**src/rtl/ram_arb_ctrl_if.sv**
```systemverilog
// Bundle of requester, clear and RAM-port signals for ram_arb_ctrl.
// master = client/RAM environment side, slave = the controller.
interface ram_arb_ctrl_if #(
  parameter int AW = 8,
  parameter int DW = 8
);
  // Handshake: a requester raises REQn with WEn/ADn/DTn and holds all four
  // stable until it sees GNTn high (one-cycle pulse). The fields are taken on
  // the edge that starts the GNT cycle. A read answers with an RVALIDn pulse
  // one cycle after GNTn, while RDATA carries the RAM output. REQn may stay
  // high through GNTn to request another operation.
  logic          REQ0;
  logic          REQ1;
  logic          WE0;
  logic          WE1;
  logic [AW-1:0] AD0;
  logic [AW-1:0] AD1;
  logic [DW-1:0] DT0;
  logic [DW-1:0] DT1;
  logic          GNT0;
  logic          GNT1;
  logic          RVALID0;
  logic          RVALID1;
  logic [DW-1:0] RDATA;
  logic          CLR;
  logic          BUSY;
  logic          M_RD_EN;
  logic          M_WR_EN;
  logic [AW-1:0] M_RD_AD;
  logic [AW-1:0] M_WR_AD;
  logic [DW-1:0] M_WR_DT;
  logic [DW-1:0] M_RD_DT;

  modport master (
    output REQ0, REQ1, WE0, WE1, AD0, AD1, DT0, DT1, CLR, M_RD_DT,
    input  GNT0, GNT1, RVALID0, RVALID1, RDATA, BUSY,
           M_RD_EN, M_WR_EN, M_RD_AD, M_WR_AD, M_WR_DT
  );

  modport slave (
    input  REQ0, REQ1, WE0, WE1, AD0, AD1, DT0, DT1, CLR, M_RD_DT,
    output GNT0, GNT1, RVALID0, RVALID1, RDATA, BUSY,
           M_RD_EN, M_WR_EN, M_RD_AD, M_WR_AD, M_WR_DT
  );
endinterface

```
**src/rtl/ram_arb_ctrl.sv**
```systemverilog
// Two-requester arbiter for a shared sync RAM with a bulk zero-fill sequencer.
// Define RAM_ARB_FIXED_PRI_EN for fixed priority (requester 0 wins ties).
module ram_arb_ctrl #(
  parameter int AW = 8,
  parameter int DW = 8
) (
  input  logic               CLK,
  input  logic               RST,
  ram_arb_ctrl_if.slave      bus,
  output logic [1:0]         dbg_state
);

  localparam logic [1:0] IDLE  = 2'd0;
  localparam logic [1:0] ISSUE = 2'd1;
  localparam logic [1:0] CLEAR = 2'd2;

  localparam logic [AW-1:0] LAST_AD = {AW{1'b1}};
  localparam logic [AW-1:0] ONE_AD  = {{(AW-1){1'b0}}, 1'b1};
  localparam logic [AW-1:0] ZERO_AD = '0;
  localparam logic [DW-1:0] ZERO_DT = '0;

  logic [1:0]    state;
  logic          clr_pend;
  logic          busy_q;
  logic [AW-1:0] clr_cnt;

  logic          gnt0_q;
  logic          gnt1_q;
  logic          rvalid0_q;
  logic          rvalid1_q;
  logic          rd_en_q;
  logic          wr_en_q;
  logic [AW-1:0] rd_ad_q;
  logic [AW-1:0] wr_ad_q;
  logic [DW-1:0] wr_dt_q;

  logic          start_clr;
  logic          start_op;
  logic          pick1;
  logic          sel_we;
  logic [AW-1:0] sel_ad;
  logic [DW-1:0] sel_dt;

  always_comb begin
    start_clr = (state == IDLE) && (clr_pend || bus.CLR);
    start_op  = (state == IDLE) && !clr_pend && !bus.CLR && (bus.REQ0 || bus.REQ1);
  end

`ifdef RAM_ARB_FIXED_PRI_EN
  always_comb pick1 = bus.REQ1 && !bus.REQ0;
`else
  // last_q names the previous winner; on a tie the other requester goes.
  logic last_q;

  always_comb pick1 = bus.REQ1 && (!bus.REQ0 || !last_q);

  always_ff @(posedge CLK) begin
    if (RST) begin
      last_q <= 1'b1;
    end else if (start_op) begin
      last_q <= pick1;
    end
  end
`endif

  always_comb begin
    sel_we = pick1 ? bus.WE1 : bus.WE0;
    sel_ad = pick1 ? bus.AD1 : bus.AD0;
    sel_dt = pick1 ? bus.DT1 : bus.DT0;
  end

  // Command outputs default to 0 every cycle and are only raised for the one
  // cycle they are meant to be seen by the RAM or a requester.
  always_ff @(posedge CLK) begin
    if (RST) begin
      state     <= IDLE;
      clr_pend  <= 1'b0;
      busy_q    <= 1'b0;
      clr_cnt   <= ZERO_AD;
      gnt0_q    <= 1'b0;
      gnt1_q    <= 1'b0;
      rvalid0_q <= 1'b0;
      rvalid1_q <= 1'b0;
      rd_en_q   <= 1'b0;
      wr_en_q   <= 1'b0;
      rd_ad_q   <= ZERO_AD;
      wr_ad_q   <= ZERO_AD;
      wr_dt_q   <= ZERO_DT;
    end else begin
      gnt0_q    <= 1'b0;
      gnt1_q    <= 1'b0;
      rd_en_q   <= 1'b0;
      wr_en_q   <= 1'b0;
      rd_ad_q   <= ZERO_AD;
      wr_ad_q   <= ZERO_AD;
      wr_dt_q   <= ZERO_DT;
      rvalid0_q <= gnt0_q && rd_en_q;
      rvalid1_q <= gnt1_q && rd_en_q;

      case (state)
        IDLE: begin
          if (start_clr) begin
            state    <= CLEAR;
            clr_pend <= 1'b0;
            busy_q   <= 1'b1;
            clr_cnt  <= ZERO_AD;
            wr_en_q  <= 1'b1;
            wr_ad_q  <= ZERO_AD;
          end else if (start_op) begin
            state  <= ISSUE;
            gnt0_q <= !pick1;
            gnt1_q <= pick1;
            if (sel_we) begin
              wr_en_q <= 1'b1;
              wr_ad_q <= sel_ad;
              wr_dt_q <= sel_dt;
            end else begin
              rd_en_q <= 1'b1;
              rd_ad_q <= sel_ad;
            end
          end
        end

        ISSUE: begin
          state <= IDLE;
          if (bus.CLR) begin
            clr_pend <= 1'b1;
            busy_q   <= 1'b1;
          end
        end

        CLEAR: begin
          // No wrap: the last address ends the sweep on the same edge BUSY drops.
          if (clr_cnt == LAST_AD) begin
            state  <= IDLE;
            busy_q <= 1'b0;
          end else begin
            clr_cnt <= clr_cnt + ONE_AD;
            wr_en_q <= 1'b1;
            wr_ad_q <= clr_cnt + ONE_AD;
          end
        end

        default: begin
          state <= IDLE;
        end
      endcase
    end
  end

  assign bus.GNT0    = gnt0_q;
  assign bus.GNT1    = gnt1_q;
  assign bus.RVALID0 = rvalid0_q;
  assign bus.RVALID1 = rvalid1_q;
  assign bus.RDATA   = bus.M_RD_DT;
  assign bus.BUSY    = busy_q;
  assign bus.M_RD_EN = rd_en_q;
  assign bus.M_WR_EN = wr_en_q;
  assign bus.M_RD_AD = rd_ad_q;
  assign bus.M_WR_AD = wr_ad_q;
  assign bus.M_WR_DT = wr_dt_q;
  assign dbg_state   = state;

endmodule

```
**src/flat_wrapper.sv**
```systemverilog
// flat-port wrapper written by rule: the top's interface ports become plain ports
module ram_arb_ctrl_flat 
#(
  parameter int AW = 8,
  parameter int DW = 8
)
  (CLK, RST, dbg_state, bus_REQ0, bus_REQ1, bus_WE0, bus_WE1, bus_AD0, bus_AD1, bus_DT0, bus_DT1, bus_CLR, bus_M_RD_DT, bus_GNT0, bus_GNT1, bus_RVALID0, bus_RVALID1, bus_RDATA, bus_BUSY, bus_M_RD_EN, bus_M_WR_EN, bus_M_RD_AD, bus_M_WR_AD, bus_M_WR_DT);
  ram_arb_ctrl_if #(.AW(AW), .DW(DW)) bus_i ();
  input  logic CLK;
  input  logic RST;
  output logic [1:0] dbg_state;
  input wire logic [$bits(bus_i.REQ0)-1:0] bus_REQ0;
  input wire logic [$bits(bus_i.REQ1)-1:0] bus_REQ1;
  input wire logic [$bits(bus_i.WE0)-1:0] bus_WE0;
  input wire logic [$bits(bus_i.WE1)-1:0] bus_WE1;
  input wire logic [$bits(bus_i.AD0)-1:0] bus_AD0;
  input wire logic [$bits(bus_i.AD1)-1:0] bus_AD1;
  input wire logic [$bits(bus_i.DT0)-1:0] bus_DT0;
  input wire logic [$bits(bus_i.DT1)-1:0] bus_DT1;
  input wire logic [$bits(bus_i.CLR)-1:0] bus_CLR;
  input wire logic [$bits(bus_i.M_RD_DT)-1:0] bus_M_RD_DT;
  output wire logic [$bits(bus_i.GNT0)-1:0] bus_GNT0;
  output wire logic [$bits(bus_i.GNT1)-1:0] bus_GNT1;
  output wire logic [$bits(bus_i.RVALID0)-1:0] bus_RVALID0;
  output wire logic [$bits(bus_i.RVALID1)-1:0] bus_RVALID1;
  output wire logic [$bits(bus_i.RDATA)-1:0] bus_RDATA;
  output wire logic [$bits(bus_i.BUSY)-1:0] bus_BUSY;
  output wire logic [$bits(bus_i.M_RD_EN)-1:0] bus_M_RD_EN;
  output wire logic [$bits(bus_i.M_WR_EN)-1:0] bus_M_WR_EN;
  output wire logic [$bits(bus_i.M_RD_AD)-1:0] bus_M_RD_AD;
  output wire logic [$bits(bus_i.M_WR_AD)-1:0] bus_M_WR_AD;
  output wire logic [$bits(bus_i.M_WR_DT)-1:0] bus_M_WR_DT;
  assign bus_i.REQ0 = bus_REQ0;
  assign bus_i.REQ1 = bus_REQ1;
  assign bus_i.WE0 = bus_WE0;
  assign bus_i.WE1 = bus_WE1;
  assign bus_i.AD0 = bus_AD0;
  assign bus_i.AD1 = bus_AD1;
  assign bus_i.DT0 = bus_DT0;
  assign bus_i.DT1 = bus_DT1;
  assign bus_i.CLR = bus_CLR;
  assign bus_i.M_RD_DT = bus_M_RD_DT;
  assign bus_GNT0 = bus_i.GNT0;
  assign bus_GNT1 = bus_i.GNT1;
  assign bus_RVALID0 = bus_i.RVALID0;
  assign bus_RVALID1 = bus_i.RVALID1;
  assign bus_RDATA = bus_i.RDATA;
  assign bus_BUSY = bus_i.BUSY;
  assign bus_M_RD_EN = bus_i.M_RD_EN;
  assign bus_M_WR_EN = bus_i.M_WR_EN;
  assign bus_M_RD_AD = bus_i.M_RD_AD;
  assign bus_M_WR_AD = bus_i.M_WR_AD;
  assign bus_M_WR_DT = bus_i.M_WR_DT;
  ram_arb_ctrl #(.AW(AW), .DW(DW)) u_core (.CLK(CLK), .RST(RST), .bus(bus_i), .dbg_state(dbg_state));
endmodule
```
**config.mk**
```make
export PLATFORM = sky130hd
export DESIGN_NAME = ram_arb_ctrl_flat
export DESIGN_NICKNAME = d
export VERILOG_FILES = /design/src/rtl/ram_arb_ctrl_if.sv /design/src/rtl/ram_arb_ctrl.sv /design/src/flat_wrapper.sv
export SDC_FILE = /design/constraint.sdc
export NUM_CORES = 1
export LEC_CHECK = 0
export ABC_CLOCK_PERIOD_IN_PS = 5360
export CAP_MARGIN = 30
export CORE_UTILIZATION = 37
export CTS_CLUSTER_DIAMETER = 200
export DETAILED_ROUTE_END_ITERATION = 10
export PLACE_DENSITY = 0.82
export SYNTH_ARGS = -nofsm -noshare
export SYNTH_HDL_FRONTEND = slang
export SYNTH_SLANG_ARGS = --single-unit
```
**constraint.sdc**
```tcl
create_clock -name CLK -period 5.36 [get_ports CLK]
set_input_delay 1.072 -clock CLK [delete_from_list [all_inputs] [get_ports CLK]]
set_output_delay 1.072 -clock CLK [all_outputs]
set_load 0.01 [all_outputs]
```
* Word-level counts from Yosys, hierarchy flattened
Index checks and enable logic that the tools add are counted.
Cells by class: add/subtract/negate cells 1, multipliers 0, div/mod/pow operators 0, magnitude comparators 0, equal/unequal tests 8, shift-type cells 0, muxes and demuxes 27, bitwise logic cells 3, reduce and logical (&&, ||, !) cells 26
Operators by type and width (number):
- $mux W8 | 8
- $pmux W8 S2 | 2
- $mux W1 | 10
- $reduce_or A5 Y1 | 2
- $add A8 B1 Y8 const B | 1
- $eq A8 B8 Y1 const B | 1
- $logic_and A1 B1 Y1 | 7
- $mux W2 | 3
- $reduce_and A3 Y1 | 2
- $logic_not A1 Y1 | 5
- $ne A2 B1 Y1 const B | 2
- $ne A2 B2 Y1 const B | 2
- $pmux W1 S2 | 2
- $pmux W2 S2 | 1
- $reduce_and A4 Y1 | 1
- $reduce_bool A2 Y1 | 2
- $reduce_or A4 Y1 | 1
- $logic_or A1 B1 Y1 | 3
- $ne A3 B1 Y1 const B | 1
- $not A1 Y1 | 3
- $pmux W1 S3 | 1
- $reduce_bool A3 Y1 | 1
- $eq A2 B1 Y1 const B | 1
- $eq A2 B2 Y1 const B | 1
- 2 further kinds | 2
Storage, ports and cells: register bits 43, latch bits 0, memory bits (writable) 0, memory bits (read-only) 0, input port bits 47, output and inout bits 41, word-level logic and storage cells 79, memories kept 0

* Longest topological paths before layout
Gate-level depths: netlist of run 1.
depth after elaboration 8, mapped depth 7, depth with buffers taken out 5

* Least setup slack after synthesis of run 1
OpenSTA, ideal clock, no wires.
kind in2reg, start input port bus_REQ1, end register u_core.wr_en_q (netlist: u_core.bus.M_WR_EN), setup time 132 ps, data arrival time 2146 ps, data required time 5228 ps, path slack 3082 ps, stages on the path 7, path buffers 3, cells stage by stage a21boi_1 > buf_2 > mux2i_1 > nand2b_1 > buf_2 > buf_6 > o21ai_0
On the way: longest elaborated chain between the ends 6, elaborated cells between the ends (all ways) 8, those cells by class 5 x mux; 3 x reduce/logical
Ends and longest elaborated chain:
- start, declared | line flat_wrapper.sv:13 | input wire logic [$bits(bus_i.REQ1)-1:0] bus_REQ1;
- $logic_and A1 B1 Y1 | line ram_arb_ctrl.sv:55 | always_comb pick1 = bus.REQ1 && (!bus.REQ0 || !last_q);
- $mux W1 | line ram_arb_ctrl.sv:67 | sel_we = pick1 ? bus.WE1 : bus.WE0;
- $mux W1 | line ram_arb_ctrl.sv:113 | if (sel_we) begin
- $mux W1 * | line ram_arb_ctrl.sv:109 | end else if (start_op) begin
- $mux W1 * | line ram_arb_ctrl.sv:102 | if (start_clr) begin
- $pmux W1 S2 * | line ram_arb_ctrl.sv:100 | case (state)
- end signal, assigned | line ram_arb_ctrl.sv:93 | wr_en_q <= 1'b0;
- end signal, assigned | line ram_arb_ctrl.sv:107 | wr_en_q <= 1'b1;
- end signal, assigned | line ram_arb_ctrl.sv:114 | wr_en_q <= 1'b1;
- end, declared | line ram_arb_ctrl.sv:32 | logic wr_en_q;
Mark *: on every way between the ends. The rest lies on a longest branch, timed or not. A chain may end at the register's enable or synchronous reset.

* Final worst setup path of run 1
start input port bus_REQ1, end register u_core.wr_ad_q[4] (netlist: u_core.bus.M_WR_AD[4])
On the way: longest elaborated chain between the ends 6, elaborated cells between the ends (all ways) 9, those cells by class 6 x mux; 3 x reduce/logical
Ends and longest elaborated chain:
- $logic_and A1 B1 Y1 | line ram_arb_ctrl.sv:55
- $mux W8 or $mux W1 (tied branches) | line ram_arb_ctrl.sv:68, ram_arb_ctrl.sv:67
- $mux W8 | line ram_arb_ctrl.sv:113
- $mux W8 * | line ram_arb_ctrl.sv:109
- $mux W8 * | line ram_arb_ctrl.sv:102
- $pmux W8 S2 * | line ram_arb_ctrl.sv:100
- end signal, assigned | line ram_arb_ctrl.sv:115 | wr_ad_q <= sel_ad;
- end signal, assigned | line ram_arb_ctrl.sv:140 | wr_ad_q <= clr_cnt + ONE_AD;
- end, declared | line ram_arb_ctrl.sv:34 | logic [AW-1:0] wr_ad_q;
Marked as above.

==> results of run 1 <==
[how the worst min path moves through the flow]
stage                       endpoint  cells after the start
2_1_floorplan  u_core.bus.M_WR_AD[0]                      1
3_3_place_gp      u_core.bus.RVALID0                      1
3_5_place_dp      u_core.bus.RVALID0                      1
4_1_cts           u_core.bus.RVALID0                      1
5_1_grt           u_core.bus.RVALID0                      1
6_report          u_core.bus.RVALID0                      1
[worst max-delay path, cell delays in order]
cell                              delay, ps
sky130_fd_sc_hd__clkdlybuf4s50_1        510
sky130_fd_sc_hd__a21boi_2               160
sky130_fd_sc_hd__buf_4                  270
sky130_fd_sc_hd__mux2i_1                240
sky130_fd_sc_hd__nand2b_1               660
sky130_fd_sc_hd__o22ai_1                200
[area by class of cell]
cell class                 instances  area [um^2]
multi-input combinational        123          796
clock inverter                     2         60.1
timing repair buffer              72          718
inverter                           2         7.51
tap                               52         65.1
fill                             390         1890
clock buffer                       6         72.6
sequential                        43          861
[per-layer routing]
layer  global-route usage [%]  up-vias
met5                        0        -
met4                     8.00        0
met3                     4.27        9
met2                     30.6       62
met1                     21.9      713
li1                         -      752
[cells in the final DEF, fill, tap and decap left out, drive strengths merged, types with 2 or more instances in the layout]
cell type / synthesis / final
inv: 2 / 2
xor2: 3 / 3
a31oi: 2 / 2
or2: 2 / 2
o21ai: 6 / 6
nand2b: 3 / 3
nor3: 3 / 3
clkbuf: 2 / 6
bufinv: 0 / 2
clkdlybuf4s50: 0 / 71
nand3: 3 / 3
a21oi: 17 / 17
mux2i: 9 / 9
nand2: 24 / 24
and2: 4 / 4
dfxtp: 43 / 43
or3: 3 / 3
a311o: 2 / 2
nor2b: 3 / 3
nor2: 14 / 14
and3b: 2 / 2
o22ai: 6 / 6
[cells by family after synthesis]
family          synth area share [%]
compound gates                  17.2
xor+xnor                        1.99
fa+ha+maj                      0.709
buf+inv                         6.31
flops                           48.8
mux                             5.11
simple gates                    19.9
[power by group through the flow]
stage / registers (mW) / clock network (mW) / logic, mW
3_3_place_gp: 0.345 / 0 / 0.0969
5_1_grt: 0.339 / 0.308 / 0.108
2_1_floorplan: 0.348 / 0 / 0.0464
4_1_cts: 0.338 / 0.297 / 0.0993
6_report: 0.338 / 0.292 / 0.0988
3_5_place_dp: 0.345 / 0 / 0.0982
[through the flow]
step | setup slack, ps | util [%] | instances
after detailed placement | 2070 | 54.7 | 292
after global placement | 2130 | 54.7 | 292
after global routing | 2210 | 57.7 | 300
final | 2380 | 57.7 | 300
after CTS | 2370 | 57.7 | 300
after floorplan | 3080 | - | 184
[state kept, by name (all words and copies together) (netlist names)]
signal              cells
u_core.bus.M_RD_EN      1
u_core.bus.M_WR_EN      1
u_core.dbg_state        2
u_core.bus.M_WR_AD      8
u_core.bus.GNT0         1
u_core.last_q           1
u_core.bus.M_WR_DT      8
u_core.bus.BUSY         1
u_core.bus.RVALID1      1
u_core.clr_pend         1
u_core.bus.GNT1         1
u_core.clr_cnt          8
u_core.bus.RVALID0      1
u_core.bus.M_RD_AD      8
==> reports/metrics.yaml, run 1 <==
run_status:
  result_of_the_run: "complete, but fails checks"
  violations: "DRC"
detailed_routing:
  number_of_iterations_in_the_first_detailed_routing_pass: 8
  routed_vias: 1536
  vias_per_cell: 5.12
  routedLengthMet1_um: 1810
  detail_route.wirelength_um: 4220
  highest-signal-layer: "met4"
  route.met3.wl_um: 304
  drt-initial-drc-count: 82
  drt-wirelength-per-cell_um: 14.1
  drtAntennaViolNets: 0
  met2_length_um: 2020
  drc_errors: 7
sta:
  timing.final.hold_violations: 0
  setup_viol: 0
  final.min_clock_period_ps: 2980
  max_freq_mhz: 336
  relSlewSlack_pct: 46.5
  holdWs_ps: 499
  layout_worst_path_cycle_share_pct: 55.5
  maximum_clock_skew_at_final_layout_ps: 4.98
  unrepaired_setup_endpoints_after_global_routing: "false"
  totalNegativeSetupSlack_ps: 0
  worst_pin_slew_ps: 803
  slew_viol_final: 0
setup_path:
  timing.critical_path.to_type: "flip-flop"
  worstReg2RegEnd: "u_core.bus.M_WR_AD[4]"
  r2r_setup_slack_ps: 3370
  worst_ep_arrival_time_ps: 3120
  rr_worst_depth: 5
  cp_data_required_time_ps: 5510
  setup_crit_path_kind: "input pin to flip-flop"
  startpoint_type: "input pin"
  crit_path_end: "u_core.bus.M_WR_AD[4]"
  timing.rr.start: "u_core.last_q"
  worstSetupStartpoint: "bus_REQ1"
  timing.critical_path.fanout_max: 18
worst_hold_path:
  min-delay-path-class: "flip-flop to flip-flop"
  worst_hold_startpoint: "u_core.bus.GNT0"
logic_synthesis:
  top_count_cell_post_synth: "sky130_fd_sc_hd__dfxtp_1"
  synth_commonest_cells: "43 x sky130_fd_sc_hd__dfxtp_1, 24 x sky130_fd_sc_hd__nand2_1, 14 x sky130_fd_sc_hd__nor2_1"
  synth.lib_cells_used.distinct: 43
  synth_async_sr_flop_share_pct: 0
  synth_enable_flop_cells: 0
  synth.top_cells.by_area: "sky130_fd_sc_hd__dfxtp_1 49%, sky130_fd_sc_hd__mux2i_1 5.1%, sky130_fd_sc_hd__nand2_1 5.1%, sky130_fd_sc_hd__a21oi_2 4.0%, sky130_fd_sc_hd__buf_4 3.4%"
  dominantRegCellSynth: "sky130_fd_sc_hd__dfxtp_1"
  yosysSeqAreaShare_pct: 48.8
  synth_top_area_cell: "sky130_fd_sc_hd__dfxtp_1"
  synth_area_per_cell_um2: 9.59
  mappedNetlistArea_um2: 1760
  share_of_yosys_cell_area_claimed_by_the_top_area_cell_type_pct: 48.8
  postSynthRegisterBits: 43
  synthesis.instances: 184
  yosysWarningCount: 0
  syn_nets: 232
clock_network:
  cts_tree: "yes"
  post_cts.resized_instances: 0
  clk_sink_count: 43
  max-clock-path-buffers: 2
  cts_root_buf: "sky130_fd_sc_hd__clkbuf_8"
  cts_inserted_buffers: 5
  post-cts-setup-buffer-count: 0
  hold_buffer_count_at_cts: 0
  clk-insertion-delay-late_ps: 290
  h-tree-depth: 2
  cts.reportedPaths.clkPinSlew_ps: 80
floorplan:
  floorplan.die.height_um: 71.1
  io-pin-count: 88
  number_of_core_rows: 24
  fp.dieW_um: 71.1
  core_area_um2: 4470
  die-area_um2: 5050
  initial_core_util_pct: 39.4
global_routing:
  grt_first_pass_wirelength_um: 6970
  number_of_global_route_vias_before_repair: 1474
  global_route.usage.total_pct: 18.0
  grt_overflow_total: 0
  grt_max_degree: 19
  number_of_antenna_violations_at_the_first_check_in_global_routing: 0
cells_and_area:
  ratio_of_cells_with_drive_above_1_in_the_final_layout_pct: 9.68
  layout-area-overhead-vs-synth_pct: 46.2
  nNetsFinal: 295
  antenna_cells: 0
  stdcell_area_um2: 2580
placement:
  placedInstanceArea_um2: 2450
  hpwlAfterDp_um: 3100
  buffer_ports.inserted: 71
  finalWeightedCongestion: 0.842
power:
  vdd_drop_max_uv: 113
  power_switching_share_pct: 21.5
  power.share.combinational_pct: 13.6
  power.share.sequential_pct: 46.4
  p_leak_nw: 0.972
  fin_total_pwr_uw: 729
  switching_power_of_the_nets_uw: 157
  pwr_density_cell_nw_per_um2: 282
  internal-power_uw: 572
  clock_power_share_pct: 40.1
run:
  drv_cap: 0
Power figures use the tool's default switching activity.
==> inputs of run 2 (changes only) <==
--- a/config.mk
+++ b/config.mk
@@ -5,7 +5,7 @@
 export SDC_FILE = /design/constraint.sdc
 export NUM_CORES = 1
 export LEC_CHECK = 0
-export ABC_CLOCK_PERIOD_IN_PS = 5360
+export ABC_CLOCK_PERIOD_IN_PS = 3000
 export CAP_MARGIN = 30
 export CORE_UTILIZATION = 37
 export CTS_CLUSTER_DIAMETER = 200
==> constraint.sdc (replaced) <==
create_clock -name CLK -period 3 [get_ports CLK]
set_input_delay 0.6 -clock CLK [delete_from_list [all_inputs] [get_ports CLK]]
set_output_delay 0.6 -clock CLK [all_outputs]
set_load 0.01 [all_outputs]
==> reports/metrics.yaml, run 2 (synthesis gave the netlist of run 1 again) <==
cells_and_area:
  layoutNonFillerInstCount: 302  # was 300
  nNetsFinal: 297  # was 295
  fillers: 398  # was 390
  mostFrequentLayoutCell: "sky130_fd_sc_hd__clkdlybuf4s50_1"  # unchanged
  final_cell_mix: "71 x sky130_fd_sc_hd__clkdlybuf4s50_1, 43 x sky130_fd_sc_hd__dfxtp_1, 24 x sky130_fd_sc_hd__nand2_1"  # unchanged
  layout-area-overhead-vs-synth_pct: 47.3  # was 46.2%
  share_of_the_core_filled_with_cells_in_the_final_layout_pct: 58.1  # was 57.7%
  ratio_of_cells_with_drive_above_1_in_the_final_layout_pct: 10.8  # was 9.68%
  stdcell_area_um2: 2600  # was 2580 um^2
  antenna_cells: 0  # unchanged
setup_path:
  timing.critical_path.fanout_max: 10  # was 18
  setup_crit_path_kind: "input pin to flip-flop"  # unchanged
  startpoint_type: "input pin"  # unchanged
  timing.critical_path.to_type: "flip-flop"  # unchanged
  cp_data_required_time_ps: 3190  # was 5510 ps
  worst_ep_arrival_time_ps: 2230  # was 3120 ps
global_routing:
  number_of_antenna_violations_at_the_first_check_in_global_routing: 0  # unchanged
  grt_overflow_total: 0  # unchanged
  grt_max_degree: 18  # was 19
  number_of_global_route_vias_before_repair: 1479  # was 1474
  global_route.usage.total_pct: 16.9  # was 18.0%
  grt_first_pass_wirelength_um: 6680  # was 6970 um
clock_network:
  post-cts-setup-buffer-count: 0  # unchanged
  clk-insertion-delay-late_ps: 300  # was 290 ps
  post_cts.resized_instances: 0  # unchanged
  cts_root_buf: "sky130_fd_sc_hd__clkbuf_8"  # unchanged
  cts_inserted_buffers: 5  # unchanged
  cts_tree: "yes"  # unchanged
  cts.reportedPaths.clkPinSlew_ps: 80  # about the same
  max-clock-path-buffers: 2  # unchanged
  h-tree-depth: 2  # unchanged
  hold_buffer_count_at_cts: 0  # unchanged
  clk_sink_count: 43  # unchanged
floorplan:
  io-pin-count: 88  # unchanged
  die-area_um2: 5050  # unchanged
  floorplan.die.height_um: 71.1  # unchanged
  number_of_core_rows: 24  # unchanged
  fp.dieW_um: 71.1  # unchanged
  initial_core_util_pct: 39.4  # unchanged
  core_area_um2: 4470  # unchanged
sta:
  holdWs_ps: 499  # about the same
  totalNegativeSetupSlack_ps: 0  # unchanged
  timing.final.hold_violations: 0  # unchanged
  unrepaired_setup_endpoints_after_global_routing: "false"  # unchanged
  setup_viol: 0  # unchanged
  finalWorstSetupSlack_ps: 960  # was 2380 ps
  relSlewSlack_pct: 76.0  # was 46.5%
  worst_pin_slew_ps: 359  # was 803 ps
  layout_worst_path_cycle_share_pct: 68.0
  final.min_clock_period_ps: 2040
  maximum_clock_skew_at_final_layout_ps: 6.69  # was 4.98 ps
  slew_viol_final: 0  # unchanged
  max_freq_mhz: 490
power:
  pwr_density_cell_nw_per_um2: 503  # was 282 nW/um^2
  vdd_drop_max_uv: 169  # was 113 uV
  p_leak_nw: 0.980  # was 0.972 nW
  fin_total_pwr_mw: 1.31  # was 729 uW
detailed_routing:
  detail_route.wirelength_um: 3990  # was 4220 um
  routed_vias: 1515  # was 1536
  drtAntennaViolNets: 0  # unchanged
  vias_per_cell: 5.02  # was 5.12
  drc_errors: 7  # unchanged
  number_of_iterations_in_the_first_detailed_routing_pass: 8  # unchanged
  drt-initial-drc-count: 76  # was 82
  drt-wirelength-per-cell_um: 13.2  # was 14.1 um
placement:
  placedInstanceArea_um2: 2460  # was 2450 um^2
  placedCellCount: 294  # was 292
  finalWeightedCongestion: 0.818  # was 0.842
  buffer_ports.inserted: 71  # unchanged
  detailedPlace.worstSlack_ps: 645  # was 2070 ps
  hpwlAfterDp_um: 3060  # was 3100 um
run_status:
  violations: "DRC"  # unchanged
  result_of_the_run: "complete, but fails checks"  # unchanged
worst_hold_path:
  min-delay-path-class: "flip-flop to flip-flop"  # unchanged
run:
  drv_cap: 0  # unchanged
-- run 2: per-layer routing --
layer  GRT usage (%)  vias to the layer above  routed length (um)
li1                -                      760                   -
met1            19.6                      693                1710
met2            28.6                       56                1890
met3            5.84                        6                 332
met4            7.11                        0                  62
met5               0                        -                   0
-- run 2: final timing paths --
check	start	endpoint	slack, ps	depth (start not counted)
hold / removal	u_core.clr_cnt[1]	u_core.clr_cnt[1]	500	2
setup / recovery	bus_REQ1	u_core.bus.M_WR_DT[3]	960	6
hold reg to reg	u_core.clr_cnt[1]	u_core.clr_cnt[1]	500	2
setup reg to reg	u_core.clr_cnt[0]	u_core.clr_cnt[7]	1230	5
-- run 2: layout make-up --
class	instances	area [um^2]	share of cell area [%]
inverter	2	7.51	0.289
tap	52	65.1	2.50
timing repair buffer	74	733	28.2
sequential	43	861	33.1
multi-input combinational	123	796	30.6
clock inverter	3	67.6	2.60
clock buffer	5	68.8	2.65
-- run 2: worst max-delay path, stage by stage --
cell and delay [ps]:
sky130_fd_sc_hd__clkdlybuf4s50_1 520, sky130_fd_sc_hd__a21boi_2 220, sky130_fd_sc_hd__mux2i_1 230, sky130_fd_sc_hd__nand2b_1 350
sky130_fd_sc_hd__buf_4 270, sky130_fd_sc_hd__a21oi_2 40
-- run 2: where the power goes --
group | switching (mW) | total, mW | internal (mW)
Combinational | 0.0743 | 0.176 | 0.102
Clock | 0.196 | 0.528 | 0.332
Sequential | 0.0142 | 0.603 | 0.589
==> inputs of run 3 (changes only) <==
--- a/config.mk
+++ b/config.mk
@@ -5,12 +5,12 @@
 export SDC_FILE = /design/constraint.sdc
 export NUM_CORES = 1
 export LEC_CHECK = 0
-export ABC_CLOCK_PERIOD_IN_PS = 3000
+export ABC_CLOCK_PERIOD_IN_PS = 1800
 export CAP_MARGIN = 30
-export CORE_UTILIZATION = 37
+export CORE_UTILIZATION = 36
 export CTS_CLUSTER_DIAMETER = 200
 export DETAILED_ROUTE_END_ITERATION = 10
-export PLACE_DENSITY = 0.82
+export PLACE_DENSITY = 0.83
 export SYNTH_ARGS = -nofsm -noshare
 export SYNTH_HDL_FRONTEND = slang
 export SYNTH_SLANG_ARGS = --single-unit
==> constraint.sdc (replaced) <==
create_clock -name CLK -period 1.8 [get_ports CLK]
set_input_delay 0.36 -clock CLK [delete_from_list [all_inputs] [get_ports CLK]]
set_output_delay 0.36 -clock CLK [all_outputs]
set_load 0.01 [all_outputs]
==> reports/metrics.yaml, run 3 (synthesis gave the netlist of run 1 again) <==
run_status:
  result_of_the_run: "complete, no violations"  # was complete, but fails checks
worst_hold_path:
  worst_hold_startpoint: "u_core.bus.GNT1"  # was u_core.clr_cnt[1]
  min_delay_path_depth: 1  # was 2
  min-delay-path-class: "flip-flop to flip-flop"  # unchanged
  hold_end: "u_core.bus.RVALID1"  # was u_core.clr_cnt[1]
cells_and_area:
  total_area_of_sequential_cells_um2: 862  # was 861 um^2
  final_cell_mix: "71 x sky130_fd_sc_hd__clkdlybuf4s50_1, 42 x sky130_fd_sc_hd__dfxtp_1, 24 x sky130_fd_sc_hd__nand2_1"  # was 71 x sky130_fd_sc_hd__clkdlybuf4s50_1, 43 x sky130_fd_sc_hd__dfxtp_1, 24 x sky130_fd_sc_hd__nand2_1
  antenna_cells: 0  # unchanged
  share_of_the_core_filled_with_cells_in_the_final_layout_pct: 58.1  # about the same
  stdcell_area_um2: 2740  # was 2600 um^2
  mostFrequentLayoutCell: "sky130_fd_sc_hd__clkdlybuf4s50_1"  # unchanged
  ratio_of_cells_with_drive_above_1_in_the_final_layout_pct: 16.5  # was 10.8%
  layout-area-overhead-vs-synth_pct: 55.5  # was 47.3%
  nNetsFinal: 314  # was 297
  fillers: 402  # was 398
  multiInputGateArea_um2: 796  # unchanged
power:
  power.share.sequential_pct: 45.3  # was 46.1%
  p_leak_nw: 1.06  # was 0.980 nW
  pwr_density_cell_nw_per_um2: 808  # was 503 nW/um^2
  power_switching_share_pct: 22.0  # was 21.8%
  power.share.combinational_pct: 14.8  # was 13.5%
  vdd_drop_max_uv: 383  # was 169 uV
  clock_power_share_pct: 39.9  # was 40.4%
  internal-power_mw: 1.73  # was 1.02 mW
  switching_power_of_the_nets_uw: 487  # was 285 uW
detailed_routing:
  drt-initial-drc-count: 75  # was 76
  drtAntennaViolNets: 0  # unchanged
  routed_vias: 1612  # was 1515
  drc_errors: 0  # was 7
  drt-wirelength-per-cell_um: 13.4  # was 13.2 um
  number_of_iterations_in_the_first_detailed_routing_pass: 5  # was 8
  vias_per_cell: 4.83  # was 5.02
  detail_route.wirelength_um: 4480  # was 3990 um
floorplan:
  core_area_um2: 4720  # was 4470 um^2
  initial_core_util_pct: 37.4  # was 39.4%
  fp.dieW_um: 72.0  # was 71.1 um
  number_of_core_rows: 25  # was 24
  floorplan.die.height_um: 72.0  # was 71.1 um
  io-pin-count: 88  # unchanged
  die-area_um2: 5180  # was 5050 um^2
setup_path:
  timing.critical_path.fanout_max: 4  # was 10
  timing.critical_path.to_type: "output port"  # was flip-flop
  startpoint_type: "flip-flop"  # was input pin
  cp_num_buf_inv: 1  # was 2
  worstReg2RegEnd: "u_core.clr_cnt[7]"  # unchanged
  timing.rr.start: "u_core.clr_cnt[1]"  # was u_core.clr_cnt[0]
  path_cells: "clkdlybuf4s50_1"  # was clkdlybuf4s50_1 -> a21boi_2 -> mux2i_1 -> nand2b_1 -> buf_4 -> a21oi_2
  timing.critical_path.slowest_cell_delay_ps: 590  # was 520 ps
  worst_ep_arrival_time_ps: 1340  # was 2230 ps
  rr_worst_depth: 5  # unchanged
  critical_path.slowest_cell: "sky130_fd_sc_hd__clkdlybuf4s50_1"  # unchanged
  r2r_setup_slack_ps: 150  # was 1230 ps
  critPathTopFamily: "buffers and inverters"  # unchanged
  cp_data_required_time_ps: 1440  # was 3190 ps
  setup_crit_path_kind: "flip-flop to output port"  # was input pin to flip-flop
sta:
  max_freq_mhz: 589
  setup_viol: 0  # unchanged
  totalNegativeSetupSlack_ps: 0  # unchanged
  worst_pin_slew_ps: 287  # was 359 ps
  relSlewSlack_pct: 80.3  # was 76.0%
  final.min_clock_period_ps: 1700
  slew_viol_final: 0  # unchanged
  maximum_clock_skew_at_final_layout_ps: 7.74  # was 6.69 ps
  layout_worst_path_cycle_share_pct: 94.3
  timing.final.hold_violations: 0  # unchanged
  unrepaired_setup_endpoints_after_global_routing: "false"  # unchanged
placement:
  placedInstanceArea_um2: 2610  # was 2460 um^2
  buffer_ports.inserted: 71  # unchanged
  finalWeightedCongestion: 0.912  # was 0.818
  hpwlAfterDp_um: 3400  # was 3060 um
clock_network:
  cts.reportedPaths.clkPinSlew_ps: 80  # about the same
  post-cts-setup-buffer-count: 0  # unchanged
  clk_sink_count: 43  # unchanged
  cts_root_buf: "sky130_fd_sc_hd__clkbuf_8"  # unchanged
  max-clock-path-buffers: 2  # unchanged
  cts_inserted_buffers: 5  # unchanged
  clk-insertion-delay-late_ps: 300  # about the same
  h-tree-depth: 2  # unchanged
  cts_tree: "yes"  # unchanged
global_routing:
  number_of_antenna_violations_at_the_first_check_in_global_routing: 0  # unchanged
  number_of_global_route_vias_before_repair: 1491  # was 1479
  grt_max_degree: 16  # was 18
  global_route.usage.total_pct: 18.2  # was 16.9%
  grt_overflow_total: 0  # unchanged
  grt_first_pass_wirelength_um: 7180  # was 6680 um
run:
  drv_cap: 0  # unchanged
==> run 3: cell count changes in the layout (fill, tap and decap cells not counted), sizes merged <==
| cell | before | now |
|---|---|---|
| buf | 3 | 20 |
| clkbuf | 5 | 6 |
| clkinvlp | 1 | 0 |
==> run 3: timing repair <==
item,CTS,global route
hold endpoints to repair,0,0
endpoints found under the setup margin,0,1
hold buffers,0,0
gates resized for setup,0,1
==> run 3: how the worst max path moves through the flow <==
stage                   startpoint                end  slack, ps  cells after the start
3_5_place_dp               bus_CLR  u_core.clr_cnt[7]       -130                      5
6_report       u_core.dbg_state[0]       dbg_state[0]        100                      1
2_1_floorplan    u_core.clr_cnt[0]  u_core.clr_cnt[7]        120                      7
5_1_grt          u_core.clr_cnt[1]  u_core.clr_cnt[2]         50                      6
3_3_place_gp               bus_CLR  u_core.clr_cnt[7]        -90                      5
4_1_cts        u_core.dbg_state[1]       dbg_state[1]         20                      1
==> run 3: metrics by stage <==
stage	setup slack (ps)	std cells	total power, mW	hold slack [ps]
finish	103	334	2.22	503
floorplan	115	184	1.17	443
global route	47.6	334	2.29	525
CTS	18.6	334	2.23	498
global placement	-90.6	326	1.34	478
detailed placement	-129	326	1.35	486
==> run 3: power by group through the flow <==
stage,Combinational [mW],Sequential (mW),Clock [mW]
after floorplan,0.138,1.04,0
after global placement,0.320,1.02,0
after detailed placement,0.328,1.02,0
after CTS,0.330,1.00,0.893
after global routing,0.356,1.01,0.928
final,0.329,1.00,0.884
==> run 3: area by class of cell <==
type / count / share of cell area, %
clock buffers: 6 / 2.65
clock inverters: 2 / 2.19
inverters: 2 / 0.274
multi-input cells: 123 / 29.0
flip-flops and latches: 43 / 31.4
well taps: 67 / 3.06
repair buffers: 91 / 31.4
==> run 3: layer usage <==
layer / vias to the layer above / wire length, um / global-route usage [%]
li1: 796 / - / -
met1: 743 / 1940 / 22.3
met2: 68 / 2180 / 31.2
met3: 5 / 306 / 4.58
met4: 0 / 53 / 6.10
met5: - / 0 / 0
